$ cat src/rtl/fetch_bus_arbiter.sv
// Two-requester TileLink-UH fetch arbiter with a single outstanding transaction and D-burst routing.
// Define FETCH_BUS_ARB_FIXED_PRIO_EN to give requester 0 fixed priority on ties (default: round-robin).
module fetch_bus_arbiter #(
    parameter int unsigned MAX_LGSIZE = 6
) (
    input  logic        core_clock_i,
    input  logic        core_reset_ni,
    input  logic [2:0]  r0_a_opcode,
    input  logic [2:0]  r0_a_param,
    input  logic [3:0]  r0_a_size,
    input  logic [31:0] r0_a_address,
    input  logic [3:0]  r0_a_mask,
    input  logic [31:0] r0_a_data,
    input  logic        r0_a_corrupt,
    input  logic        r0_a_valid,
    output logic        r0_a_ready,
    output logic [2:0]  r0_d_opcode,
    output logic [1:0]  r0_d_param,
    output logic [3:0]  r0_d_size,
    output logic        r0_d_denied,
    output logic [31:0] r0_d_data,
    output logic        r0_d_corrupt,
    output logic        r0_d_valid,
    input  logic        r0_d_ready,
    input  logic [2:0]  r1_a_opcode,
    input  logic [2:0]  r1_a_param,
    input  logic [3:0]  r1_a_size,
    input  logic [31:0] r1_a_address,
    input  logic [3:0]  r1_a_mask,
    input  logic [31:0] r1_a_data,
    input  logic        r1_a_corrupt,
    input  logic        r1_a_valid,
    output logic        r1_a_ready,
    output logic [2:0]  r1_d_opcode,
    output logic [1:0]  r1_d_param,
    output logic [3:0]  r1_d_size,
    output logic        r1_d_denied,
    output logic [31:0] r1_d_data,
    output logic        r1_d_corrupt,
    output logic        r1_d_valid,
    input  logic        r1_d_ready,
    output logic [2:0]  m_a_opcode,
    output logic [2:0]  m_a_param,
    output logic [3:0]  m_a_size,
    output logic [31:0] m_a_address,
    output logic [3:0]  m_a_mask,
    output logic [31:0] m_a_data,
    output logic        m_a_corrupt,
    output logic        m_a_valid,
    input  logic        m_a_ready,
    input  logic [2:0]  m_d_opcode,
    input  logic [1:0]  m_d_param,
    input  logic [3:0]  m_d_size,
    input  logic        m_d_denied,
    input  logic [31:0] m_d_data,
    input  logic        m_d_corrupt,
    input  logic        m_d_valid,
    output logic        m_d_ready,
    output logic        grant_o,
    output logic        busy_o
);

    typedef enum logic [1:0] {StIdle, StAddr, StData} state_e;

    localparam logic [3:0] MaxSize = 4'(MAX_LGSIZE);
    localparam logic [2:0] OpGet   = 3'd4;

    state_e      state_q, state_d;
    logic        grant_q, grant_d;
    logic [3:0]  cnt_q, cnt_d;
    logic        pick;
    logic        sel_a_valid, sel_d_ready;
    logic        a_hs, d_hs, burst_done;
    logic [3:0]  eff_size, beats_m1;
    logic [15:0] beats_full, beats_m1_full;

    assign sel_a_valid = grant_q ? r1_a_valid : r0_a_valid;
    assign sel_d_ready = grant_q ? r1_d_ready : r0_d_ready;
    assign a_hs        = (state_q == StAddr) & sel_a_valid & m_a_ready;
    assign d_hs        = (state_q == StData) & m_d_valid & sel_d_ready;
    assign burst_done  = d_hs & (cnt_q == 4'd0);

`ifdef FETCH_BUS_ARB_FIXED_PRIO_EN
    assign pick = ~r0_a_valid;
`else
    logic last_q;

    // On a tie the requester that did not finish the previous burst wins.
    assign pick = (r0_a_valid & r1_a_valid) ? ~last_q : r1_a_valid;

    always_ff @(posedge core_clock_i or negedge core_reset_ni) begin
        if (!core_reset_ni) last_q <= 1'b1;
        else if (burst_done) last_q <= grant_q;
    end
`endif

    // Get bursts move 2^(size-2) beats; everything else answers with a single beat.
    assign eff_size      = (m_a_size > MaxSize) ? MaxSize : m_a_size;
    assign beats_full    = 16'd1 << (eff_size - 4'd2);
    assign beats_m1_full = beats_full - 16'd1;
    assign beats_m1      = (m_a_opcode != OpGet || eff_size <= 4'd2) ? 4'd0 : beats_m1_full[3:0];

    always_ff @(posedge core_clock_i or negedge core_reset_ni) begin
        if (!core_reset_ni) state_q <= StIdle;
        else state_q <= state_d;
    end

    always_ff @(posedge core_clock_i or negedge core_reset_ni) begin
        if (!core_reset_ni) begin
            grant_q <= 1'b0;
            cnt_q   <= 4'd0;
        end else begin
            grant_q <= grant_d;
            cnt_q   <= cnt_d;
        end
    end

    always_comb begin
        state_d = state_q;
        grant_d = grant_q;
        cnt_d   = cnt_q;
        unique case (state_q)
            StIdle: begin
                if (r0_a_valid | r1_a_valid) begin
                    grant_d = pick;
                    state_d = StAddr;
                end
            end
            StAddr: begin
                if (a_hs) begin
                    cnt_d   = beats_m1;
                    state_d = StData;
                end
            end
            StData: begin
                if (burst_done) state_d = StIdle;
                else if (d_hs) cnt_d = cnt_q - 4'd1;
            end
            default: state_d = StIdle;
        endcase
    end

    always_comb begin
        m_a_opcode  = grant_q ? r1_a_opcode  : r0_a_opcode;
        m_a_param   = grant_q ? r1_a_param   : r0_a_param;
        m_a_size    = grant_q ? r1_a_size    : r0_a_size;
        m_a_address = grant_q ? r1_a_address : r0_a_address;
        m_a_mask    = grant_q ? r1_a_mask    : r0_a_mask;
        m_a_data    = grant_q ? r1_a_data    : r0_a_data;
        m_a_corrupt = grant_q ? r1_a_corrupt : r0_a_corrupt;
        m_a_valid   = (state_q == StAddr) & sel_a_valid;
        r0_a_ready  = (state_q == StAddr) & ~grant_q & m_a_ready;
        r1_a_ready  = (state_q == StAddr) & grant_q & m_a_ready;
        m_d_ready   = (state_q == StData) & sel_d_ready;
        r0_d_valid  = (state_q == StData) & ~grant_q & m_d_valid;
        r1_d_valid  = (state_q == StData) & grant_q & m_d_valid;
        busy_o      = (state_q != StIdle);
        grant_o     = grant_q;
    end

    assign r0_d_opcode  = m_d_opcode;
    assign r0_d_param   = m_d_param;
    assign r0_d_size    = m_d_size;
    assign r0_d_denied  = m_d_denied;
    assign r0_d_data    = m_d_data;
    assign r0_d_corrupt = m_d_corrupt;
    assign r1_d_opcode  = m_d_opcode;
    assign r1_d_param   = m_d_param;
    assign r1_d_size    = m_d_size;
    assign r1_d_denied  = m_d_denied;
    assign r1_d_data    = m_d_data;
    assign r1_d_corrupt = m_d_corrupt;

endmodule

$ cat config.mk
export PLATFORM = sky130hd
export DESIGN_NAME = fetch_bus_arbiter
export DESIGN_NICKNAME = d
export VERILOG_FILES = /design/src/rtl/fetch_bus_arbiter.sv
export SDC_FILE = /design/constraint.sdc
export NUM_CORES = 1
export LEC_CHECK = 0
export BUFFER_PORTS_ARGS = -buffer_cell sky130_fd_sc_hd__buf_4
export CORE_AREA = 10 10 139 141
export DETAILED_ROUTE_END_ITERATION = 10
export DIE_AREA = 0 0 149 151
export GPL_TIMING_DRIVEN = 0
export PLACE_DENSITY = 0.58
export SYNTH_ARGS = -nofsm -noshare
export SYNTH_HDL_FRONTEND = slang
export SYNTH_SLANG_ARGS = --single-unit
$ cat constraint.sdc
create_clock -name core_clock_i -period 3.6 [get_ports core_clock_i]
set_clock_uncertainty 0.15 [all_clocks]
set_input_delay 0.72 -clock core_clock_i [delete_from_list [all_inputs] [get_ports core_clock_i]]
set_output_delay 0.72 -clock core_clock_i [all_outputs]
set_load 0.1 [all_outputs]
==> impl_metrics.csv, run 1 <==
group,metric,value,unit
setup_path,arrival,2.11,ns
routing,drt_iter0_markers,83,
synthesis,ys_warn_count,0,
synthesis,avgSynthCellArea,9.019,um2
synthesis,synth_flop_cell,"dfrtp_1",
clocking,cts_buffers,3,
routing,route.detailed.drc,0,
synthesis,synthCells,250,
place,io_buffers,338,
sta,final-setup-viol-count,0,
sta,fin_crit_sh,82.87,%
synthesis,synth_top_cell_area_share,39.96,%
clocking,cts_hold_buf,0,
sta,max_slew_margin,65.14,%
synthesis,netlist_area,2255,um2
clocking,clk_latency,0.23,ns
setup_path,reg2reg_from,"grant_o$_DFFE_PN0P_",
power_and_ir_drop,p_total,4715,uW
sta,fin_crit,2.983,ns
status,status,"finished, final reports clean",
clocking,root_buffer,"clkbuf_16",
routing,vias_per_cell,3.685,
routing,drt_wl_total,14310,um
synthesis,yosys-top-cells-area,"mux2_2 40%, buf_4 29%, dfrtp_1 7.8%",
sta,hold_viol_final,0,
synthesis,synth_top_area_cell,"mux2_2",
setup_path,start_kind,"flop",
synthesis,synthArstFlopShare,100.0,%
synthesis,synth_nets,463,
clocking,cts_resized,0,
clocking,clock-sinks,8,
power_and_ir_drop,ir_drop,0.0005755,V
sta,slew_viol_final,0,
clocking,cts_tree,"done",
synthesis,ys_seq_area_share,8.935,%
setup_path,startpoint,"grant_o$_DFFE_PN0P_",
finish,areaGrowthSynthToFinish,129.0,%
finish,final_common_cell,"buf_4",
clocking,clockBufferDepth,2,
power_and_ir_drop,powerDensity,913.1,nW/um2
setup_path,cp.required,2.73,ns
sta,fmax,0.3352,GHz
global_routing,grt.overflow.total,0,
synthesis,ys_seq_elements,8,
finish,fill_cells,1815,
run,maxCapViolCount,0,
global_routing,grtUsageTotal,11.14,%
sta,worst_pin_slew,0.5194,ns
sta,whs,0.1487,ns
clocking,clkTransAtPathRegs,0.04,ns
setup_path,path_class,"flop to output pin",
clocking,cts_setup_buffers,0,
min_path,hold_path_class,"primary input to asynchronous set/reset pin",
floorplan,chipHeight,151,um
routing,first_pass_iters,4,
place,place_congestion,0.7572,
setup_path,path_max_fanout,10,
synthesis,synth_cell_types,41,
floorplan,core_area,16470,um2
sta,setup_tns,0,ns
global_routing,grt_pass1_vias,3327,
global_routing,grt_pass1_wl,19740,um
floorplan,rows,47,
global_routing,antenna_found_initial,0,
place,dp_hpwl,13390,um
sta,rsz0062_at_grt,"false",
power_and_ir_drop,p_leak,0.002723,uW
routing,via_count,2992,
global_routing,grt_max_degree,11,
floorplan,start_util,13.69,%
finish,drive_above_1_share,87.84,%
finish,layout_common_cells,"424 x buf_4, 80 x mux2_2, 7 x dfrtp_1, 6 x nor2_1, 6 x clkbuf_1",
synthesis,synth_edf_count,0,
routing,wl_per_cell,17.62,um
floorplan,dieArea,22500,um2
finish,nets,806,
routing,ant_nets,0,
floorplan,ioPinCount,382,
finish,num_antenna_cells,0,
floorplan,die_x,149,um
clocking,cts_htree_levels,1,
setup_path,cp-end-kind,"output pin",
synth_stat cells, types with 2 or more instances:
library cell,count
dfrtp_1,7
nand2b_1,3
nand3b_1,2
buf_6,2
buf_4,86
nor3b_1,2
nand2_1,5
nor2b_1,4
inv_1,4
nand3_1,3
a31oi_1,2
o21ai_0,4
nor2_1,7
clkbuf_1,5
mux2_2,80
nand4b_1,2
a21oi_1,2
nor3_1,2
buf_2,3
ha_1,4
metrics by stage:
step | std cells | util, % | setup WS, ns | instance area, um2
6_report | 812 | 31.36 | 0.6165 | 5164
4_1_cts | 812 | 31.36 | 0.5782 | 5164
3_5_place_dp | 808 | 30.88 | 0.8185 | 5085
3_3_place_gp | 808 | 30.88 | 0.8197 | 5085
5_1_grt | 812 | 31.36 | 0.4959 | 5164
2_1_floorplan | 250 | - | 0.08050 | 2272
registers in the layout (all words and copies together) (netlist names):
name	count
cnt_q	4
grant_o	1
last_q	1
state_q	2
routing by layer:
layer / GRT usage [%] / part of all wire, %
met1: 10.61 / 33
met3: 6.175 / 15
met4: 1.030 / 0.056
met5: 0 / 0
met2: 21.20 / 52
final timing paths:
| check | cells after the start | slack, ns | endpoint |
|---|---|---|---|
| worst max-delay path | 6 | 0.62 | m_a_data[20] |
| worst min-delay path | 1 | 0.15 | cnt_q[0]$_DFFE_PN0P_ |
| worst max register to register | 12 | 0.96 | cnt_q[2]$_DFFE_PN0P_ |
| worst min register to register | 1 | 0.36 | cnt_q[1]$_DFFE_PN0P_ |
| max in group asynchronous | 1 | 2.93 | last_q$_DFFE_PN1P_ |
| min in group core_clock_i | 1 | 0.36 | cnt_q[1]$_DFFE_PN0P_ |
report_power, final:
part	total (uW)	internal (uW)	leakage [uW]	switching, uW
registers	178	139	0.0000963	39.2
clock network	192	148	0.0000382	43.9
logic	4350	1100	0.00259	3240
total	4710	1390	0.00272	3320
layout make-up:
cell class                      instances  area (um2)  area share (%)
Multi-Input combinational cell        141        1349           26.12
Timing Repair Buffer                  338        2537           49.14
Buffer                                 97       706.9           13.69
Tap cell                              220       275.3           5.331
Inverter                                4       15.01          0.2908
Sequential cell                         8       201.4           3.901
Clock buffer                            4       78.83           1.527
critical path, stage by stage, from the launching register on:
cell and delay (ns):
dfrtp_1 0.35, buf_6 0.18, buf_6 0.17, buf_2 0.25
buf_2 0.30, mux2_2 0.38, buf_4 0.24
kinds of logic after synthesis:
family	after synthesis	synth area share, %
XOR/XNOR	1	0.3885
AO/OA/AOI/OAI	16	5.050
adder cells (fa/ha/maj)	4	2.220
AND/OR/NAND/NOR	38	10.32
multiplexers	82	41.07
buffers and inverters	101	32.02
flip-flops	8	8.935
Power figures use the tool's default switching activity.
==> run 2: changes to the inputs <==
==> config.mk (replaced) <==
export PLATFORM = sky130hd
export DESIGN_NAME = fetch_bus_arbiter
export DESIGN_NICKNAME = d
export VERILOG_FILES = /design/src/rtl/fetch_bus_arbiter.sv
export SDC_FILE = /design/constraint.sdc
export NUM_CORES = 1
export LEC_CHECK = 0
export ABC_AREA = 1
export BUFFER_PORTS_ARGS = -buffer_cell sky130_fd_sc_hd__buf_4
export CORE_AREA = 10 10 138 140
export DETAILED_ROUTE_END_ITERATION = 10
export DIE_AREA = 0 0 148 150
export GPL_TIMING_DRIVEN = 0
export PLACE_DENSITY = 0.61
export SYNTH_ARGS = -nofsm -noshare
export SYNTH_HDL_FRONTEND = slang
export SYNTH_SLANG_ARGS = --single-unit
==> constraint.sdc (replaced) <==
create_clock -name core_clock_i -period 2.44 [get_ports core_clock_i]
set_clock_uncertainty 0.15 [all_clocks]
set_input_delay 0.488 -clock core_clock_i [delete_from_list [all_inputs] [get_ports core_clock_i]]
set_output_delay 0.488 -clock core_clock_i [all_outputs]
set_load 0.1 [all_outputs]
==> impl_metrics.csv, run 2 <==
group,metric,value,unit
place,place_congestion,0.7695,
clocking,cts_buffers,3,
clocking,cts_htree_levels,1,
clocking,root_buffer,"clkbuf_16",
floorplan,start_util,14.19,%
synthesis,yosysMostFrequentCell,"nand2_1",
floorplan,ioPinCount,382,
synthesis,synth_edf_count,0,
sta,fin_crit_sh,97.53,%
routing,via_count,3833,
floorplan,dieArea,22200,um2
routing,vias_per_cell,3.747,
finish,areaGrowthSynthToFinish,167.6,%
routing,route.detailed.drc,0,
synthesis,ys_warn_count,0,
synthesis,avgSynthCellArea,5.121,um2
global_routing,grt.overflow.total,0,
global_routing,grt_max_degree,11,
global_routing,grt_pass1_wl,24240,um
power_and_ir_drop,ir_drop,0.0009721,V
synthesis,ys_seq_area_share,8.684,%
finish,regMostFlops,"cnt_q",
finish,largest_reg_flops,4,
sta,final-setup-viol-count,0,
routing,drt_wl_total,16660,um
place,place_ws,-0.3328,ns
routing,first_pass_iters,4,
finish,stdcell_count,1023,
setup_path,cp-end-kind,"output pin",
setup_path,cp.required,1.80,ns
routing,wl_per_cell,16.28,um
synthesis,netlist_area,2320,um2
min_path,hold_path_class,"flop to flop",
finish,final_common_cell,"buf_4",
floorplan,rows,47,
global_routing,grt_pass1_vias,4056,
sta,worst_slack,0.06030,ns
sta,fin_crit,2.380,ns
sta,fmax,0.4202,GHz
synthesis,synth_top_area_cell,"nand2_1",
synthesis,synth_cell_types,25,
synthesis,yosys-top-cells-area,"nand2_1 42%, buf_4 28%, dfrtp_1 7.6%",
global_routing,grtUsageTotal,13.76,%
power_and_ir_drop,powerDensity,1645,nW/um2
floorplan,core_area,16350,um2
place,place_inst,1011,
setup_path,crit_family,"buffers and inverters",
setup_path,cp_common_cell,"buf_8",
setup_path,cp_slowest_cell,"dfrtp_4",
floorplan,chipHeight,150,um
clocking,clk_latency,0.23,ns
synthesis,synth_nets,666,
setup_path,path_buf_inv,5,
finish,layout_common_cells,"385 x buf_4, 178 x nand2_1, 46 x nand2_2, 43 x buf_8, 33 x nand2_4",
clocking,clkTransAtPathRegs,0.04,ns
clocking,cts_tree,"done",
setup_path,path_max_fanout,10,
finish,drive_above_1_share,68.74,%
routing,drt_iter0_markers,83,
finish,top_regs,"cnt_q (4), state_q (2)",
floorplan,die_x,148,um
routing,ant_nets,0,
setup_path,path_class,"flop to output pin",
sta,slew_viol_final,0,
synthesis,ys_seq_elements,8,
synthesis,synth_top_cell_area_share,41.75,%
sta,max_slew_margin,79.34,%
clocking,clockBufferDepth,2,
place,dp_hpwl,14790,um
sta,rsz0062_at_grt,"true",
setup_path,arrival,1.74,ns
sta,setup_tns,0,ns
synthesis,synthCells,453,
finish,nets,1017,
place,io_buffers,338,
synthesis,synth_flop_cell,"dfrtp_1",
global_routing,antenna_found_initial,0,
sta,worst_pin_slew,0.3124,ns
power_and_ir_drop,p_leak,0.003507,uW
setup_path,critPathMaxStageDelay,0.47,ns
sta,hold_viol_final,0,
status,status,"finished, final reports clean",
run,maxCapViolCount,0,
finish,num_antenna_cells,0,
sta,whs,0.3399,ns
setup_path,path_cells,"buf_8, inv_4, buf_8, clkbuf_4, nand2_1, nand2_4, buf_8",
clocking,clock-sinks,8,
synthesis,synthTopCellsByCount,"258 x nand2_1, 86 x buf_4, 27 x inv_1",
setup_path,start_kind,"flop",
synthesis,synthArstFlopShare,100.0,%
-- run 2: logic make-up (layout without fill, tap and decap cells) --
logic type	count (synthesis)	in the layout	share of synthesized area (%)
compound gates	18	18	4.154
xor+xnor	1	1	0.3776
simple gates	288	288	48.06
buf+inv	134	484	36.57
fa+ha+maj	4	4	2.158
flops	8	8	8.684
-- run 2: repair_timing --
action                                  4_1_cts  5_1_grt
endpoints found under the setup margin       76       61
hold endpoints to repair                      7        0
gates resized for setup                     124       21
hold buffers                                  1        0
pin swaps                                     0        7
setup buffers                                 0        7
-- run 2: path summary, 6_finish.rpt --
kind / start / to / slack (ns) / depth (start not counted)
max in group asynchronous: core_reset_ni / last_q$_DFFE_PN1P_ / 1.43 / 2
max reg2reg: grant_o$_DFFE_PN0P_ / cnt_q[2]$_DFFE_PN0P_ / 0.11 / 14
max: grant_o$_DFFE_PN0P_ / m_a_address[16] / 0.06 / 7
min reg2reg: last_q$_DFFE_PN1P_ / last_q$_DFFE_PN1P_ / 0.34 / 2
min in group asynchronous: core_reset_ni / cnt_q[2]$_DFFE_PN0P_ / 0.49 / 2
min: last_q$_DFFE_PN1P_ / last_q$_DFFE_PN1P_ / 0.34 / 2
-- run 2: power breakdown --
group | switching (uW) | internal (uW)
clock | 59.9 | 217
combinational | 7160 | 2520
sequential | 48.6 | 209
total | 7270 | 2950
-- run 2: area by class of cell --
cell class / instances / area, um2
fill: 1734 / 10140
timing repair buffer: 346 / 2959
clock buffer: 4 / 78.83
multi-input combinational: 311 / 1752
tap: 220 / 275.3
inverter: 30 / 122.6
sequential: 8 / 205.2
buffer: 104 / 815.8
-- run 2: worst register-to-register path: cells and delay by family (launching register included) --
family	cells	cell delay, ns
and+or+nand+nor	6	0.55
DFF	1	0.47
AOI/OAI and AO/OA	2	0.22
adders and majority gates	2	0.45
buffers and inverters	4	0.37
-- run 2: through the flow --
stage               util, %  total power [uW]  area [um2]
floorplan                 -              7199        2749
global placement      34.02              9082        5562
detailed placement    34.02              9090        5562
CTS                   37.19             10120        6080
global route          37.98             10700        6208
finish                37.98             10210        6208
-- run 2: metal layers --
metal  vias up  GRT usage (%)  wire, um
li1       1971              -         -
met1      1672          13.58      5494
met2       176          26.17      9171
met3        14          6.099      1785
met4         0          2.478       206
met5         -              0         0
